<file path="src/rtl/integral_sched.sv">
// Issue sequencer for the 4-lane power-integral datapath: walks FFT column pairs
// per frame, gates issue on sink credits, aligns strobes and tracks results.
module integral_sched #(
  parameter int NUM_COLS = 2048,
  parameter int IDX_W    = 11,
  parameter int SRC_LAT  = 2,
  parameter int DP_LAT   = 3,
  parameter int CREDITS  = 8,
  parameter int FRM_W    = 8
) (
  input  logic             clk,
  input  logic             rst,
  input  logic             start,
  input  logic             abort,
  input  logic [FRM_W-1:0] num_frames,
  input  logic             src_frame_valid,
  output logic             src_frame_ack,
  output logic             src_rd_en,
  output logic [IDX_W-1:0] src_rd_col1,
  output logic [IDX_W-1:0] src_rd_col2,
  output logic             dp_valid,
  output logic [IDX_W-1:0] dp_index_col1,
  output logic [IDX_W-1:0] dp_index_col2,
  input  logic             dp_ready,
  input  logic             sink_credit_ret,
  output logic             out_first,
  output logic [FRM_W-1:0] frame_idx,
  output logic             busy,
  output logic             done,
  output logic             abort_done,
  output logic [1:0]       dbg_state_o
);

  // Handshake semantics: src_rd_en, dp_valid and dp_ready are single-cycle
  // strobes with no backpressure. Flow control is purely credit based: a pair
  // is issued only while credits > 0, and each dp_valid yields exactly one
  // dp_ready DP_LAT cycles later.

  localparam int CRD_W = $clog2(CREDITS + 1);
  localparam int INF_W = $clog2(CREDITS + SRC_LAT + DP_LAT + 1);
  localparam logic [IDX_W-1:0] LAST_P    = IDX_W'(NUM_COLS / 2);
  // NUM_COLS is a power of two, so NUM_COLS+1-p taken modulo NUM_COLS is 1-p.
  localparam logic [IDX_W-1:0] COL2_BASE = IDX_W'(NUM_COLS + 1);

  typedef enum logic [1:0] {
    S_IDLE       = 2'd0,
    S_WAIT_FRAME = 2'd1,
    S_ISSUE      = 2'd2,
    S_DRAIN      = 2'd3
  } state_t;

  state_t           state_q, state_d;
  logic [IDX_W-1:0] p_q, p_d;
  logic [FRM_W-1:0] frame_idx_q, frame_idx_d;
  logic [FRM_W-1:0] frames_q, frames_d;
  logic [CRD_W-1:0] credits_q, credits_d;
  logic [INF_W-1:0] inflight_q, inflight_d;
  logic             abort_flag_q, abort_flag_d;
  logic             done_q, done_d;
  logic             abort_done_q, abort_done_d;

  logic [SRC_LAT-1:0]            v_pipe_q;
  logic [SRC_LAT-1:0]            f_pipe_q;
  logic [SRC_LAT-1:0][IDX_W-1:0] c1_pipe_q;
  logic [SRC_LAT-1:0][IDX_W-1:0] c2_pipe_q;
  logic [DP_LAT-1:0]             fd_pipe_q;

  logic             issue;
  logic             last_pair;
  logic             more_frames;
  logic [IDX_W-1:0] pair_col2;

  // Abort suppresses issue in the very cycle it is seen.
  assign issue       = (state_q == S_ISSUE) && (credits_q != '0) && !abort;
  assign last_pair   = (p_q == LAST_P);
  assign more_frames = ({1'b0, frame_idx_q} + (FRM_W + 1)'(1)) < {1'b0, frames_q};
  assign pair_col2   = (p_q < IDX_W'(2)) ? '0 : (COL2_BASE - p_q);

  assign src_rd_en     = issue;
  assign src_rd_col1   = issue ? p_q : '0;
  assign src_rd_col2   = issue ? pair_col2 : '0;
  assign src_frame_ack = issue && last_pair;

  assign dp_valid      = v_pipe_q[SRC_LAT-1];
  assign dp_index_col1 = c1_pipe_q[SRC_LAT-1];
  assign dp_index_col2 = c2_pipe_q[SRC_LAT-1];
  assign out_first     = fd_pipe_q[DP_LAT-1] && dp_ready;

  assign frame_idx   = frame_idx_q;
  assign busy        = (state_q != S_IDLE);
  assign done        = done_q;
  assign abort_done  = abort_done_q;
  assign dbg_state_o = state_q;

  always_comb begin
    credits_d = credits_q;
    if (issue && !sink_credit_ret) begin
      credits_d = credits_q - CRD_W'(1);
    end else if (!issue && sink_credit_ret && (credits_q < CRD_W'(CREDITS))) begin
      credits_d = credits_q + CRD_W'(1);
    end
    inflight_d = inflight_q;
    if (issue && !dp_ready) begin
      inflight_d = inflight_q + INF_W'(1);
    end else if (!issue && dp_ready && (inflight_q != '0)) begin
      inflight_d = inflight_q - INF_W'(1);
    end
  end

  always_comb begin
    state_d      = state_q;
    p_d          = p_q;
    frame_idx_d  = frame_idx_q;
    frames_d     = frames_q;
    abort_flag_d = abort_flag_q;
    done_d       = 1'b0;
    abort_done_d = 1'b0;
    case (state_q)
      S_IDLE: begin
        if (start) begin
          state_d      = S_WAIT_FRAME;
          frames_d     = (num_frames == '0) ? FRM_W'(1) : num_frames;
          frame_idx_d  = '0;
          p_d          = '0;
          abort_flag_d = 1'b0;
        end
      end
      S_WAIT_FRAME: begin
        if (abort) begin
          state_d      = S_DRAIN;
          abort_flag_d = 1'b1;
        end else if (src_frame_valid) begin
          state_d = S_ISSUE;
        end
      end
      S_ISSUE: begin
        if (abort) begin
          state_d      = S_DRAIN;
          abort_flag_d = 1'b1;
        end else if (issue) begin
          if (last_pair) begin
            p_d = '0;
            if (more_frames) begin
              frame_idx_d = frame_idx_q + FRM_W'(1);
              state_d     = S_WAIT_FRAME;
            end else begin
              state_d = S_DRAIN;
            end
          end else begin
            p_d = p_q + IDX_W'(1);
          end
        end
      end
      S_DRAIN: begin
        if (abort) begin
          abort_flag_d = 1'b1;
        end
        // Looking at the post-update count lets done land one cycle after
        // the final dp_ready.
        if (inflight_d == '0) begin
          state_d      = S_IDLE;
          frame_idx_d  = '0;
          abort_flag_d = 1'b0;
          if (abort_flag_q || abort) begin
            abort_done_d = 1'b1;
          end else begin
            done_d = 1'b1;
          end
        end
      end
      default: state_d = S_IDLE;
    endcase
  end

  always_ff @(posedge clk or posedge rst) begin
    if (rst) begin
      state_q      <= S_IDLE;
      p_q          <= '0;
      frame_idx_q  <= '0;
      frames_q     <= '0;
      credits_q    <= CRD_W'(CREDITS);
      inflight_q   <= '0;
      abort_flag_q <= 1'b0;
      done_q       <= 1'b0;
      abort_done_q <= 1'b0;
    end else begin
      state_q      <= state_d;
      p_q          <= p_d;
      frame_idx_q  <= frame_idx_d;
      frames_q     <= frames_d;
      credits_q    <= credits_d;
      inflight_q   <= inflight_d;
      abort_flag_q <= abort_flag_d;
      done_q       <= done_d;
      abort_done_q <= abort_done_d;
    end
  end

  // Source-read alignment pipe, then the "first" tag rides on to the result.
  always_ff @(posedge clk or posedge rst) begin
    if (rst) begin
      v_pipe_q  <= '0;
      f_pipe_q  <= '0;
      c1_pipe_q <= '0;
      c2_pipe_q <= '0;
      fd_pipe_q <= '0;
    end else begin
      for (int i = SRC_LAT - 1; i > 0; i--) begin
        v_pipe_q[i]  <= v_pipe_q[i-1];
        f_pipe_q[i]  <= f_pipe_q[i-1];
        c1_pipe_q[i] <= c1_pipe_q[i-1];
        c2_pipe_q[i] <= c2_pipe_q[i-1];
      end
      v_pipe_q[0]  <= issue;
      f_pipe_q[0]  <= issue && (frame_idx_q == '0);
      c1_pipe_q[0] <= src_rd_col1;
      c2_pipe_q[0] <= src_rd_col2;
      for (int j = DP_LAT - 1; j > 0; j--) begin
        fd_pipe_q[j] <= fd_pipe_q[j-1];
      end
      fd_pipe_q[0] <= v_pipe_q[SRC_LAT-1] && f_pipe_q[SRC_LAT-1];
    end
  end

endmodule

</file>
<file path="config.mk">
export PLATFORM = sky130hd
export DESIGN_NAME = integral_sched
export DESIGN_NICKNAME = d
export VERILOG_FILES = /design/src/rtl/integral_sched.sv
export SDC_FILE = /design/constraint.sdc
export NUM_CORES = 1
export LEC_CHECK = 0
export ABC_AREA = 0
export BUFFER_PORTS_ARGS = -buffer_cell sky130_fd_sc_hd__buf_2
export CAP_MARGIN = 5
export CORE_AREA = 2 2 70 138
export DETAILED_ROUTE_END_ITERATION = 8
export DIE_AREA = 0 0 72 140
export PLACE_DENSITY = 0.7
export SYNTH_ARGS = -nofsm -noshare
export SYNTH_HDL_FRONTEND = slang
export SYNTH_SLANG_ARGS = --single-unit
</file>
<file path="constraint.sdc">
create_clock -name clk -period 8.1 [get_ports clk]
set_input_delay 1.62 -clock clk [delete_from_list [all_inputs] [get_ports clk]]
set_output_delay 1.62 -clock clk [all_outputs]
set_load 0.02 [all_outputs]
</file>
==> results of run 1 <==
-- cell type report --
type | instances | area [um2]
clock buffers | 11 | 253
clock inverters | 5 | 82.6
fillers | 772 | 4000
inverters | 26 | 101
multi-input cells | 263 | 1790
flip-flops and latches | 91 | 2280
well taps | 102 | 128
repair buffers | 76 | 383
-- layer usage --
layer,vias to the layer above,share of wire,GRT usage,routed length (um)
met5,-,0,0,0
met4,0,0.047,0.113,430
met3,29,0.041,0.0353,376
met2,104,0.56,0.366,5170
met1,1532,0.35,0.199,3240
li1,1511,-,-,-
-- placed cells by master (no fill, tap or decap), types with 13 or more instances in the layout --
master	instances
dfrtp_1	90
buf_2	75
nand3_1	16
inv_1	24
nor2_1	42
o21ai_0	18
ha_1	22
nand2_1	24
and3_1	14
a21oi_1	13
-- flip-flops by register name (all words and copies together) (netlist names), 2 cells and up --
name,count
dp_index_col2,11
frames_q,8
inflight_q,4
c1_pipe_q,11
dbg_state_o,2
credits_q,4
v_pipe_q,2
fd_pipe_q,3
c2_pipe_q,11
f_pipe_q,2
dp_index_col1,11
frame_idx,8
p_q,11
-- where the power goes --
part           switching [W]  total, W  internal, W
registers          0.0000586  0.000581     0.000522
logic               0.000299  0.000500     0.000202
clock network       0.000173  0.000461     0.000288
total               0.000530   0.00154      0.00101
-- worst paths after layout --
check                                   from                end  slack, ps  cells past startpoint
worst max-delay path                   abort     src_rd_col2[1]       3320                      7
worst min-delay path            c1_pipe_q[0]   dp_index_col1[0]        350                      0
worst max register to register  frame_idx[0]       frame_idx[6]       4520                     12
worst min register to register  c1_pipe_q[0]   dp_index_col1[0]        350                      0
max in group asynchronous                rst        v_pipe_q[1]       5670                      3
min in group asynchronous                rst  dp_index_col1[10]       1320                      2
-- metrics by stage --
stage / hold slack [ps] / power, W / cells
after floorplan: 331 / 0.000964 / 412
after global placement: 331 / 0.00107 / 558
after detailed placement: 335 / 0.00109 / 558
after CTS: 349 / 0.00155 / 574
after global routing: 354 / 0.00164 / 574
final: 348 / 0.00154 / 574
-- cell families after synthesis --
family | share of synthesized area
AND/OR/NAND/NOR | 0.173
multiplexers | 0.0254
AO/OA/AOI/OAI | 0.107
flip-flops | 0.520
buffers and inverters | 0.0709
adder cells (fa/ha/maj) | 0.0674
XOR/XNOR | 0.0360
==> impl_metrics.prom, run 1 <==
# TYPE chip_impl_metric gauge
chip_impl_info{name="status",value="finished clean"} 1
chip_impl_metric{name="floorplan.core_area",unit="um2"} 9010
chip_impl_metric{name="synth_async_sr_flop_share",unit=""} 1.00
chip_impl_metric{name="antenna_left",unit=""} 0
chip_impl_metric{name="detail_route.wirelength",unit="um"} 9220
chip_impl_metric{name="synth_warnings",unit=""} 0
chip_impl_metric{name="synth.ff_latch_count",unit=""} 91
chip_impl_metric{name="critPathRequiredTime",unit="ps"} 6480
chip_impl_info{name="yosys_most_used_dff",value="dfrtp_1"} 1
chip_impl_metric{name="clock_tree.buffer_depth",unit=""} 2
chip_impl_info{name="critPathKind",value="in2out"} 1
chip_impl_metric{name="synthesis.nets",unit=""} 450
chip_impl_metric{name="worstMarginPinSlew",unit="ps"} 801
chip_impl_metric{name="drt_drc_violations_left",unit=""} 0
chip_impl_metric{name="setup_viol",unit=""} 0
chip_impl_metric{name="power.density",unit="nW/um2"} 307
chip_impl_metric{name="hpwl",unit="um"} 7030
chip_impl_metric{name="htreeDepth",unit=""} 3
chip_impl_metric{name="grt_pass1_wl",unit="um"} 15500
chip_impl_info{name="type_of_origin_of_the_critical_path",value="input port"} 1
chip_impl_metric{name="antenna_violations_before_repair",unit=""} 0
chip_impl_metric{name="fin_crit_sh",unit=""} 0.590
chip_impl_metric{name="synth_seq_area_share",unit=""} 0.520
chip_impl_metric{name="fraction_of_final_layout_cells_with_drive_strength_greater_than_1",unit=""} 0.246
chip_impl_metric{name="post_cts_resize_count",unit=""} 0
chip_impl_info{name="worst_path_most_repeated_cell",value="buf_2"} 1
chip_impl_metric{name="fp-row-count",unit=""} 49
chip_impl_metric{name="timing.max_slew.rel_slack",unit=""} 0.461
chip_impl_metric{name="routed_via_density",unit=""} 5.53
chip_impl_metric{name="ir_worst_vdd",unit="V"} 0.000196
chip_impl_metric{name="syn2layout_area_growth",unit="%"} 14.5
chip_impl_metric{name="timing.critical_path.fanout_max",unit=""} 16
chip_impl_metric{name="preCtsSetupSlack",unit="ps"} 3320
chip_impl_metric{name="height_of_the_die",unit="um"} 140
chip_impl_metric{name="cts_inserted_buffers",unit=""} 9
chip_impl_info{name="rsz0062_at_grt",value="false"} 1
chip_impl_metric{name="skew",unit="ps"} 8.52
chip_impl_metric{name="layout_setup_ws",unit="ps"} 3320
chip_impl_metric{name="synth_area_per_cell",unit="um2"} 10.6
chip_impl_metric{name="floorplan.die_area",unit="um2"} 10100
chip_impl_metric{name="antenna-diode-count",unit=""} 0
chip_impl_metric{name="setup_tns",unit="ps"} 0
chip_impl_metric{name="synth_area",unit="um2"} 4380
chip_impl_metric{name="detailed_place.area",unit="um2"} 4680
chip_impl_metric{name="timing.critical_path.buf_inv",unit=""} 3
chip_impl_metric{name="start_util",unit=""} 0.486
chip_impl_metric{name="boundaryPins",unit=""} 76
chip_impl_metric{name="place.gp.congestion",unit=""} 0.831
chip_impl_metric{name="finalMaxSlewViolations",unit=""} 0
chip_impl_metric{name="groute.usage.overall",unit=""} 0.198
chip_impl_metric{name="final_area",unit="um2"} 5010
chip_impl_metric{name="nNetsFinal",unit=""} 505
chip_impl_metric{name="finalCriticalPeriod",unit="ps"} 4780
chip_impl_metric{name="critPathArrivalTime",unit="ps"} 3160
chip_impl_metric{name="maximum_clock_frequency",unit="MHz"} 209
chip_impl_info{name="cts_tree",value="built"} 1
chip_impl_info{name="yosys.cell_count.top_type",value="dfrtp_1"} 1
chip_impl_metric{name="wire_per_inst",unit="um"} 16.1
chip_impl_info{name="dominant_cell_type_by_area_after_synthesis",value="dfrtp_1"} 1
chip_impl_info{name="end_kind",value="output pin"} 1
chip_impl_metric{name="drt-pass1-iter-count",unit=""} 4
chip_impl_info{name="ctsRootBufferMaster",value="clkbuf_16"} 1
chip_impl_metric{name="utilization",unit=""} 0.556
chip_impl_metric{name="post-cts-setup-buffer-count",unit=""} 0
chip_impl_metric{name="clkLatencyLatePin",unit="ps"} 340
chip_impl_metric{name="final_global_route_overflow_total",unit=""} 0
chip_impl_metric{name="netlist.area_leader.share",unit=""} 0.514
chip_impl_metric{name="holdBufCountCts",unit=""} 0
chip_impl_metric{name="port_buffers",unit=""} 75
chip_impl_info{name="cp_top_family",value="simple AND/OR/NAND/NOR gates"} 1
chip_impl_info{name="synthTopCellsByArea",value="dfrtp_1 (51%), ha_1 (6.3%), buf_4 (3.8%)"} 1
chip_impl_metric{name="clkTransAtPathRegs",unit="ps"} 60
chip_impl_metric{name="yosys.cell_types.count",unit=""} 56
chip_impl_info{name="critical_path.cell_chain",value="buf_2 -> and2b_1 -> nand2_8 -> inv_4 -> o21ai_1 -> nor2_1 -> buf_2"} 1
chip_impl_metric{name="synth_enable_flop_cells",unit=""} 0
chip_impl_info{name="hold_class",value="reg2reg"} 1
chip_impl_metric{name="syn-instance-count",unit=""} 412
chip_impl_metric{name="detailroute.via_count",unit=""} 3176
chip_impl_metric{name="worst_path_largest_cell_delay",unit="ps"} 430
chip_impl_metric{name="grt_pass1_vias",unit=""} 3355
chip_impl_metric{name="hold_violations",unit=""} 0
chip_impl_metric{name="cts.sink_count",unit=""} 91
chip_impl_metric{name="drtIter0Drc",unit=""} 183
chip_impl_metric{name="cap_viol_max_count",unit=""} 0
chip_impl_metric{name="die-width",unit="um"} 72
chip_impl_info{name="synth_common_cells",value="dfrtp_1 (90), nor2_1 (42), inv_1 (25)"} 1
chip_impl_metric{name="grt_start_max_net_pins",unit=""} 59
chip_impl_info{name="timing.critical_path.slowest_stage_cell",value="and2b_1"} 1
chip_impl_metric{name="total_leakage_power",unit="nW"} 2.66
No activity file was read; power rests on OpenSTA's default activity.
==> run 2, diff against run 1 <==
- ABC_AREA: 0 -> 1
- clock period: 8.1 -> 4.5 ns (I/O delays scaled with it)
==> run 2 against run 1 <==
  * Sequential cell count unchanged
  * Global-route usage fell by 0.13 points
  * Sequential power rose by 74%
  * Register-to-register slack lost 3000 ps
  * Synthesized cell count up 17%
  * Final area is 0.95% lower
  * Die area unchanged
  * First-iteration DRC count up 16%
  * Final cell count is 13% higher
  * Largest cell class unchanged
  * Largest power group unchanged
==> impl_metrics.prom, run 2 <==
# TYPE chip_impl_metric gauge
chip_impl_metric{name="utilization",unit=""} 0.551
chip_impl_metric{name="use_met1",unit=""} 0.206
chip_impl_metric{name="grt_start_max_net_pins",unit=""} 62
chip_impl_metric{name="syn2layout_area_growth",unit="%"} 14.0
chip_impl_metric{name="fin_crit_sh",unit=""} 0.784
chip_impl_metric{name="cts.sink_count",unit=""} 91
chip_impl_metric{name="timing.reg2reg.worst_path_depth",unit=""} 15
chip_impl_metric{name="grt_pass1_wl",unit="um"} 15500
chip_impl_metric{name="synth_area_per_cell",unit="um2"} 9.06
chip_impl_metric{name="clkTransAtPathRegs",unit="ps"} 70
chip_impl_info{name="r2r-start",value="frame_idx[0]"} 1
chip_impl_info{name="yosys_most_used_dff",value="dfrtp_1"} 1
chip_impl_info{name="hold_class",value="reg2reg"} 1
chip_impl_metric{name="critPathRequiredTime",unit="ps"} 3600
chip_impl_metric{name="synthesis.nets",unit=""} 519
chip_impl_metric{name="boundaryPins",unit=""} 76
chip_impl_metric{name="detailroute.via_count",unit=""} 3284
chip_impl_metric{name="antenna_left",unit=""} 0
chip_impl_metric{name="final_global_route_overflow_total",unit=""} 0
chip_impl_metric{name="fraction_of_final_layout_cells_with_drive_strength_greater_than_1",unit=""} 0.193
chip_impl_metric{name="holdBufCountCts",unit=""} 0
chip_impl_metric{name="finalCriticalPeriod",unit="ps"} 3530
chip_impl_info{name="worst_hold_startpoint",value="c1_pipe_q[2]"} 1
chip_impl_metric{name="port_buffers",unit=""} 75
chip_impl_info{name="end_kind",value="output pin"} 1
chip_impl_metric{name="syn-instance-count",unit=""} 481
chip_impl_metric{name="hold_violations",unit=""} 0
chip_impl_metric{name="maximum_clock_frequency",unit="MHz"} 283
chip_impl_metric{name="htreeDepth",unit=""} 3
chip_impl_metric{name="place.gp.congestion",unit=""} 0.910
chip_impl_metric{name="global_route_met2_usage",unit=""} 0.370
chip_impl_metric{name="synth_enable_flop_cells",unit=""} 0
chip_impl_metric{name="drt-pass1-iter-count",unit=""} 4
chip_impl_metric{name="worstMarginPinSlew",unit="ps"} 777
chip_impl_info{name="status",value="finished clean"} 1
chip_impl_metric{name="floorplan.core_area",unit="um2"} 9010
chip_impl_metric{name="timing.critical_path.fanout_max",unit=""} 23
chip_impl_info{name="yosys.cell_count.top_type",value="dfrtp_1"} 1
chip_impl_info{name="type_of_origin_of_the_critical_path",value="flop"} 1
chip_impl_metric{name="synth_area",unit="um2"} 4360
chip_impl_metric{name="timing.max_slew.rel_slack",unit=""} 0.482
chip_impl_metric{name="synth.ff_latch_count",unit=""} 91
chip_impl_metric{name="netlist.area_leader.share",unit=""} 0.517
chip_impl_metric{name="intPower",unit="W"} 0.00158
chip_impl_metric{name="groute.usage.overall",unit=""} 0.197
chip_impl_metric{name="drt_drc_violations_left",unit=""} 0
chip_impl_metric{name="nNetsFinal",unit=""} 578
chip_impl_info{name="most-common-layout-cells",value="dfrtp_1 (90), nand2_1 (89), buf_2 (75)"} 1
chip_impl_metric{name="instances_no_fill",unit=""} 647
chip_impl_metric{name="power.combinational.fraction",unit=""} 0.318
chip_impl_metric{name="finalMaxSlewViolations",unit=""} 0
chip_impl_metric{name="final_area",unit="um2"} 4970
chip_impl_info{name="synthTopCellsByArea",value="dfrtp_1 (52%), nand2_1 (7.7%), ha_1 (6.3%)"} 1
chip_impl_metric{name="fp-row-count",unit=""} 49
chip_impl_metric{name="setup_viol",unit=""} 0
chip_impl_metric{name="synth_async_sr_flop_share",unit=""} 1.00
chip_impl_metric{name="antenna_violations_before_repair",unit=""} 0
chip_impl_metric{name="antenna-diode-count",unit=""} 0
chip_impl_metric{name="p_clk_frac",unit=""} 0.290
chip_impl_metric{name="detailed_place.area",unit="um2"} 4660
chip_impl_info{name="layout.cells.most_common",value="dfrtp_1"} 1
chip_impl_metric{name="cts_inserted_buffers",unit=""} 9
chip_impl_metric{name="detail_route.wirelength",unit="um"} 9050
chip_impl_metric{name="power.switching",unit="W"} 0.000989
chip_impl_metric{name="rrSetupSlack",unit="ps"} 1540
chip_impl_metric{name="switching_share",unit=""} 0.385
chip_impl_info{name="grt_busiest_layer",value="met2"} 1
chip_impl_metric{name="yosys.cell_types.count",unit=""} 38
chip_impl_metric{name="die-width",unit="um"} 72
chip_impl_metric{name="routed_via_density",unit=""} 5.08
chip_impl_info{name="crit-reg2reg-capture",value="frame_idx[5]"} 1
chip_impl_metric{name="height_of_the_die",unit="um"} 140
chip_impl_metric{name="clkLatencyLatePin",unit="ps"} 340
chip_impl_metric{name="global_route.usage.met3",unit=""} 0.0309
chip_impl_info{name="dominant_cell_type_by_area_after_synthesis",value="dfrtp_1"} 1
chip_impl_metric{name="seq_power_share",unit=""} 0.392
chip_impl_metric{name="hpwl",unit="um"} 6930
chip_impl_metric{name="ir_worst_vdd",unit="V"} 0.000295
chip_impl_metric{name="post_cts_resize_count",unit=""} 0
chip_impl_metric{name="cap_viol_max_count",unit=""} 0
chip_impl_metric{name="skew",unit="ps"} 7.16
chip_impl_metric{name="drtIter0Drc",unit=""} 212
chip_impl_info{name="critPathKind",value="reg2out"} 1
chip_impl_metric{name="total_leakage_power",unit="nW"} 2.79
chip_impl_metric{name="grt_pass1_vias",unit=""} 3391
chip_impl_metric{name="floorplan.die_area",unit="um2"} 10100
chip_impl_metric{name="setup_tns",unit="ps"} 0
chip_impl_metric{name="synth_seq_area_share",unit=""} 0.523
chip_impl_metric{name="start_util",unit=""} 0.483
chip_impl_info{name="rsz0062_at_grt",value="false"} 1
chip_impl_info{name="holdPathEnd",value="dp_index_col1[2]"} 1
chip_impl_info{name="ctsRootBufferMaster",value="clkbuf_16"} 1
chip_impl_metric{name="placedCellCount",unit=""} 631
chip_impl_metric{name="critPathArrivalTime",unit="ps"} 2630
chip_impl_info{name="synth_common_cells",value="dfrtp_1 (90), nand2_1 (89), nor2_1 (68)"} 1
chip_impl_metric{name="power.density",unit="nW/um2"} 518
chip_impl_metric{name="wire_per_inst",unit="um"} 14.0
chip_impl_metric{name="hold_path_depth",unit=""} 0
chip_impl_metric{name="clock_tree.buffer_depth",unit=""} 2
chip_impl_metric{name="synth_warnings",unit=""} 0
chip_impl_info{name="cts_tree",value="built"} 1
chip_impl_metric{name="post-cts-setup-buffer-count",unit=""} 0
==> run 2: cell types whose count changed after synthesis, sizes merged, moves of 9 or more <==
cell / before / now
nor2: 42 / 69
nand2: 25 / 92
and3: 15 / 1
inv: 26 / 65
nand3: 16 / 32
mux2: 9 / 0
==> run 2: layout make-up <==
class / count / area [um2]
clock buffers: 9 / 225
clock inverters: 7 / 80.1
fillers: 808 / 4050
inverters: 65 / 245
multi-input cells: 297 / 1630
flip-flops and latches: 91 / 2280
well taps: 102 / 128
repair buffers: 76 / 383
==> run 2: power groups by stage <==
stage	combinational (W)	clock [W]	sequential, W
floorplan	0.000619	0	0.00102
global placement	0.000789	0	0.00102
detailed placement	0.000815	0	0.00102
CTS	0.000825	0.000759	0.00101
global route	0.000949	0.000795	0.00102
finish	0.000819	0.000745	0.00101
==> run 2: how the worst max path moves through the flow <==
stage                     slack, ps              to            from
after floorplan                1240      abort_done             rst
after global placement         1430  src_rd_col2[1]           abort
after detailed placement       1310  src_rd_col2[1]           abort
after CTS                       940  src_rd_col2[1]  dbg_state_o[0]
after global routing            670  src_rd_col2[1]          p_q[1]
final                           970  src_rd_col2[1]  dbg_state_o[0]
==> run 2: through the flow <==
stage               setup slack [ps]  hold slack, ps  power [W]
floorplan                       1240             331    0.00164
global placement                1430             331    0.00181
detailed placement              1310             336    0.00184
CTS                              943             352    0.00259
global route                     674             355    0.00277
finish                           971             350    0.00257
==> run 2: routing by layer <==
| layer | up-vias | wire, um | part of all wire |
|---|---|---|---|
| li1 | 1625 | - | - |
| met1 | 1564 | 3410 | 0.38 |
| met2 | 80 | 5120 | 0.57 |
| met3 | 15 | 298 | 0.033 |
| met4 | 0 | 223 | 0.025 |
| met5 | - | 0 | 0 |
==> run 2: cells by family (layout without fill, tap and decap cells) <==
kind of cell,after synthesis,in the layout,synth area share
AOI/OAI and AO/OA,45,45,0.0603
xor gates and xnor gates,15,15,0.0302
adders and majority gates,23,23,0.0678
buffers and inverters,93,157,0.103
DFF,91,91,0.523
and+or+nand+nor,214,214,0.215
==> run 2: worst max-delay path, cell delays in order (launching register included) <==
cell	delay, ps
dfrtp_1	480
inv_1	120
ha_1	320
inv_2	160
nor2_4	180
nand2_4	190
inv_1	190
o21ai_1	230
nor2_1	220
buf_2	200
==> run 3, diff against run 2 <==
- clock period: 4.5 -> 3.3 ns (I/O delays scaled with it)
==> run 3 against run 2 <==
  * Non-clock buffer count unchanged
  * Utilization increased by 0.37 points
  * Final area increased by 0.68%
  * Critical path depth increased by 1
==> impl_metrics.prom, run 3 (synthesis results as in run 2) <==
# TYPE chip_impl_metric gauge
chip_impl_metric{name="power.density",unit="nW/um2"} 700
chip_impl_metric{name="utilization",unit=""} 0.555
chip_impl_info{name="status",value="finished clean"} 1
chip_impl_metric{name="boundaryPins",unit=""} 76
chip_impl_metric{name="setup_viol",unit=""} 0
chip_impl_metric{name="grt_start_max_net_pins",unit=""} 53
chip_impl_metric{name="grt_pass1_vias",unit=""} 3305
chip_impl_info{name="cp_top_family",value="simple AND/OR/NAND/NOR gates"} 1
chip_impl_metric{name="detail_route.wirelength",unit="um"} 8800
chip_impl_metric{name="post-cts-setup-buffer-count",unit=""} 0
chip_impl_metric{name="antenna_violations_before_repair",unit=""} 0
chip_impl_info{name="rsz0062_at_grt",value="false"} 1
chip_impl_metric{name="power.combinational.fraction",unit=""} 0.315
chip_impl_metric{name="critPathRequiredTime",unit="ps"} 2640
chip_impl_metric{name="clkLatencyLatePin",unit="ps"} 350
chip_impl_metric{name="switching_share",unit=""} 0.383
chip_impl_metric{name="worstMarginPinSlew",unit="ps"} 694
chip_impl_metric{name="place.gp.congestion",unit=""} 0.942
chip_impl_metric{name="wire_per_inst",unit="um"} 13.6
chip_impl_metric{name="finalCriticalPeriod",unit="ps"} 3030
chip_impl_metric{name="nNetsFinal",unit=""} 578
chip_impl_metric{name="drtIter0Drc",unit=""} 209
chip_impl_metric{name="height_of_the_die",unit="um"} 140
chip_impl_metric{name="routed_via_density",unit=""} 5.06
chip_impl_metric{name="timing.critical_path.fanout_max",unit=""} 7
chip_impl_metric{name="holdBufCountCts",unit=""} 0
chip_impl_metric{name="htreeDepth",unit=""} 3
chip_impl_metric{name="antenna-diode-count",unit=""} 0
chip_impl_metric{name="total_leakage_power",unit="nW"} 2.79
chip_impl_info{name="most-common-layout-cells",value="nand2_1 (89), dfrtp_1 (89), buf_2 (75)"} 1
chip_impl_metric{name="final_global_route_overflow_total",unit=""} 0
chip_impl_metric{name="cts.sink_count",unit=""} 91
chip_impl_metric{name="seq_power_share",unit=""} 0.393
chip_impl_metric{name="skew",unit="ps"} 8.24
chip_impl_info{name="critPathKind",value="reg2out"} 1
chip_impl_metric{name="floorplan.die_area",unit="um2"} 10100
chip_impl_info{name="worst_path_most_repeated_cell",value="nand2_1"} 1
chip_impl_metric{name="ir_worst_vdd",unit="V"} 0.000357
chip_impl_metric{name="timing.critical_path.buf_inv",unit=""} 2
chip_impl_metric{name="drt_drc_violations_left",unit=""} 0
chip_impl_info{name="critical_path.cell_chain",value="inv_1 -> ha_1 -> nand2_1 -> nor3_1 -> nand2_1 -> nor2_1 -> nand2_1 -> o21ai_4 -> nor2_1 -> buf_2"} 1
chip_impl_metric{name="intPower",unit="W"} 0.00216
chip_impl_metric{name="power.switching",unit="W"} 0.00134
chip_impl_metric{name="critPathArrivalTime",unit="ps"} 2370
chip_impl_info{name="cts_tree",value="built"} 1
chip_impl_metric{name="rrSetupSlack",unit="ps"} 310
chip_impl_metric{name="detailroute.via_count",unit=""} 3276
chip_impl_info{name="end_kind",value="output pin"} 1
chip_impl_metric{name="drt-pass1-iter-count",unit=""} 4
chip_impl_metric{name="setup_tns",unit="ps"} 0
chip_impl_metric{name="worst_path_largest_cell_delay",unit="ps"} 400
chip_impl_info{name="hold_class",value="reg2reg"} 1
chip_impl_metric{name="groute.usage.overall",unit=""} 0.193
chip_impl_metric{name="syn2layout_area_growth",unit="%"} 14.8
chip_impl_info{name="ctsRootBufferMaster",value="clkbuf_16"} 1
chip_impl_metric{name="global_route.usage.met3",unit=""} 0.0424
chip_impl_metric{name="start_util",unit=""} 0.483
chip_impl_metric{name="timing.max_slew.rel_slack",unit=""} 0.536
chip_impl_metric{name="fp-row-count",unit=""} 49
chip_impl_metric{name="fraction_of_final_layout_cells_with_drive_strength_greater_than_1",unit=""} 0.200
chip_impl_metric{name="use_met1",unit=""} 0.215
chip_impl_metric{name="floorplan.core_area",unit="um2"} 9010
chip_impl_metric{name="clkTransAtPathRegs",unit="ps"} 70
chip_impl_metric{name="finalMaxSlewViolations",unit=""} 0
chip_impl_metric{name="antenna_left",unit=""} 0
chip_impl_metric{name="port_buffers",unit=""} 75
chip_impl_info{name="timing.critical_path.slowest_stage_cell",value="dfrtp_1"} 1
chip_impl_metric{name="cts_inserted_buffers",unit=""} 9
chip_impl_metric{name="clock_tree.buffer_depth",unit=""} 2
chip_impl_metric{name="global_route_met2_usage",unit=""} 0.332
chip_impl_info{name="grt_busiest_layer",value="met2"} 1
chip_impl_info{name="type_of_origin_of_the_critical_path",value="flop"} 1
chip_impl_metric{name="maximum_clock_frequency",unit="MHz"} 330
chip_impl_metric{name="hpwl",unit="um"} 6650
chip_impl_metric{name="grt_pass1_wl",unit="um"} 15100
chip_impl_metric{name="cap_viol_max_count",unit=""} 0
chip_impl_metric{name="die-width",unit="um"} 72
chip_impl_metric{name="fin_crit_sh",unit=""} 0.918
chip_impl_metric{name="p_clk_frac",unit=""} 0.292
chip_impl_metric{name="hold_violations",unit=""} 0
## run 3: cell counts in the layout (fill, tap and decap cells not counted)
No cell type changed its count.
## run 3: final cells by class
cell class                 count  area [um2]
inverter                      65         245
tap                          102         128
multi-input combinational    297        1650
clock buffer                   9         225
sequential                    91        2280
clock inverter                 7        77.6
fill                         799        4010
timing repair buffer          76         395
## run 3: timing repair
action                     in CTS  in global routing
resized for setup               1                  5
pin swaps                       0                  0
setup endpoints to repair       7                  8
## run 3: worst reg2reg max path: stages (launching register included)
cell and delay, ps:
dfrtp_1 450, inv_1 80, nor3_1 350, nand3_1 210, nor2_1 130, nand2_1 70
xor2_1 190, inv_1 70, ha_1 300, inv_1 90, o211ai_1 100, nor2_1 180
nand3_2 110, a21oi_4 280, nand2_4 140, nand2_1 100, nand2_1 60
## run 3: final timing paths
| check | startpoint | end | depth (start not counted) |
|---|---|---|---|
| setup / recovery | p_q[1] | src_rd_col2[6] | 10 |
| hold / removal | c1_pipe_q[2] | dp_index_col1[2] | 0 |
| setup reg to reg | frame_idx[2] | frame_idx[0] | 16 |
| hold reg to reg | c1_pipe_q[2] | dp_index_col1[2] | 0 |
| max in group asynchronous | rst | credits_q[3] | 3 |
| min in group asynchronous | rst | c2_pipe_q[0] | 2 |
## run 3: per-layer routing
metal	wire length, um	vias to the layer above
li1	-	1629
met1	3340	1531
met2	4810	93
met3	365	23
met4	293	0
met5	0	-
## run 3: stage by stage
stage / total power [W] / hold WS, ps / instance area (um2) / cells / worst slack [ps]
finish: 0.00350 / 347 / 5000 / 647 / 270
floorplan: 0.00224 / 331 / 4360 / 481 / 278
detailed placement: 0.00248 / 335 / 4670 / 631 / 259
global placement: 0.00245 / 331 / 4670 / 631 / 306
CTS: 0.00351 / 349 / 4980 / 647 / 12.6
global route: 0.00376 / 356 / 5000 / 647 / 24.5
## run 3: power groups by stage
stage,sequential [W],clock (W),combinational (W)
finish,0.00138,0.00102,0.00110
global route,0.00140,0.00109,0.00128
CTS,0.00138,0.00104,0.00110
detailed placement,0.00140,0,0.00109
global placement,0.00139,0,0.00106
floorplan,0.00139,0,0.000844
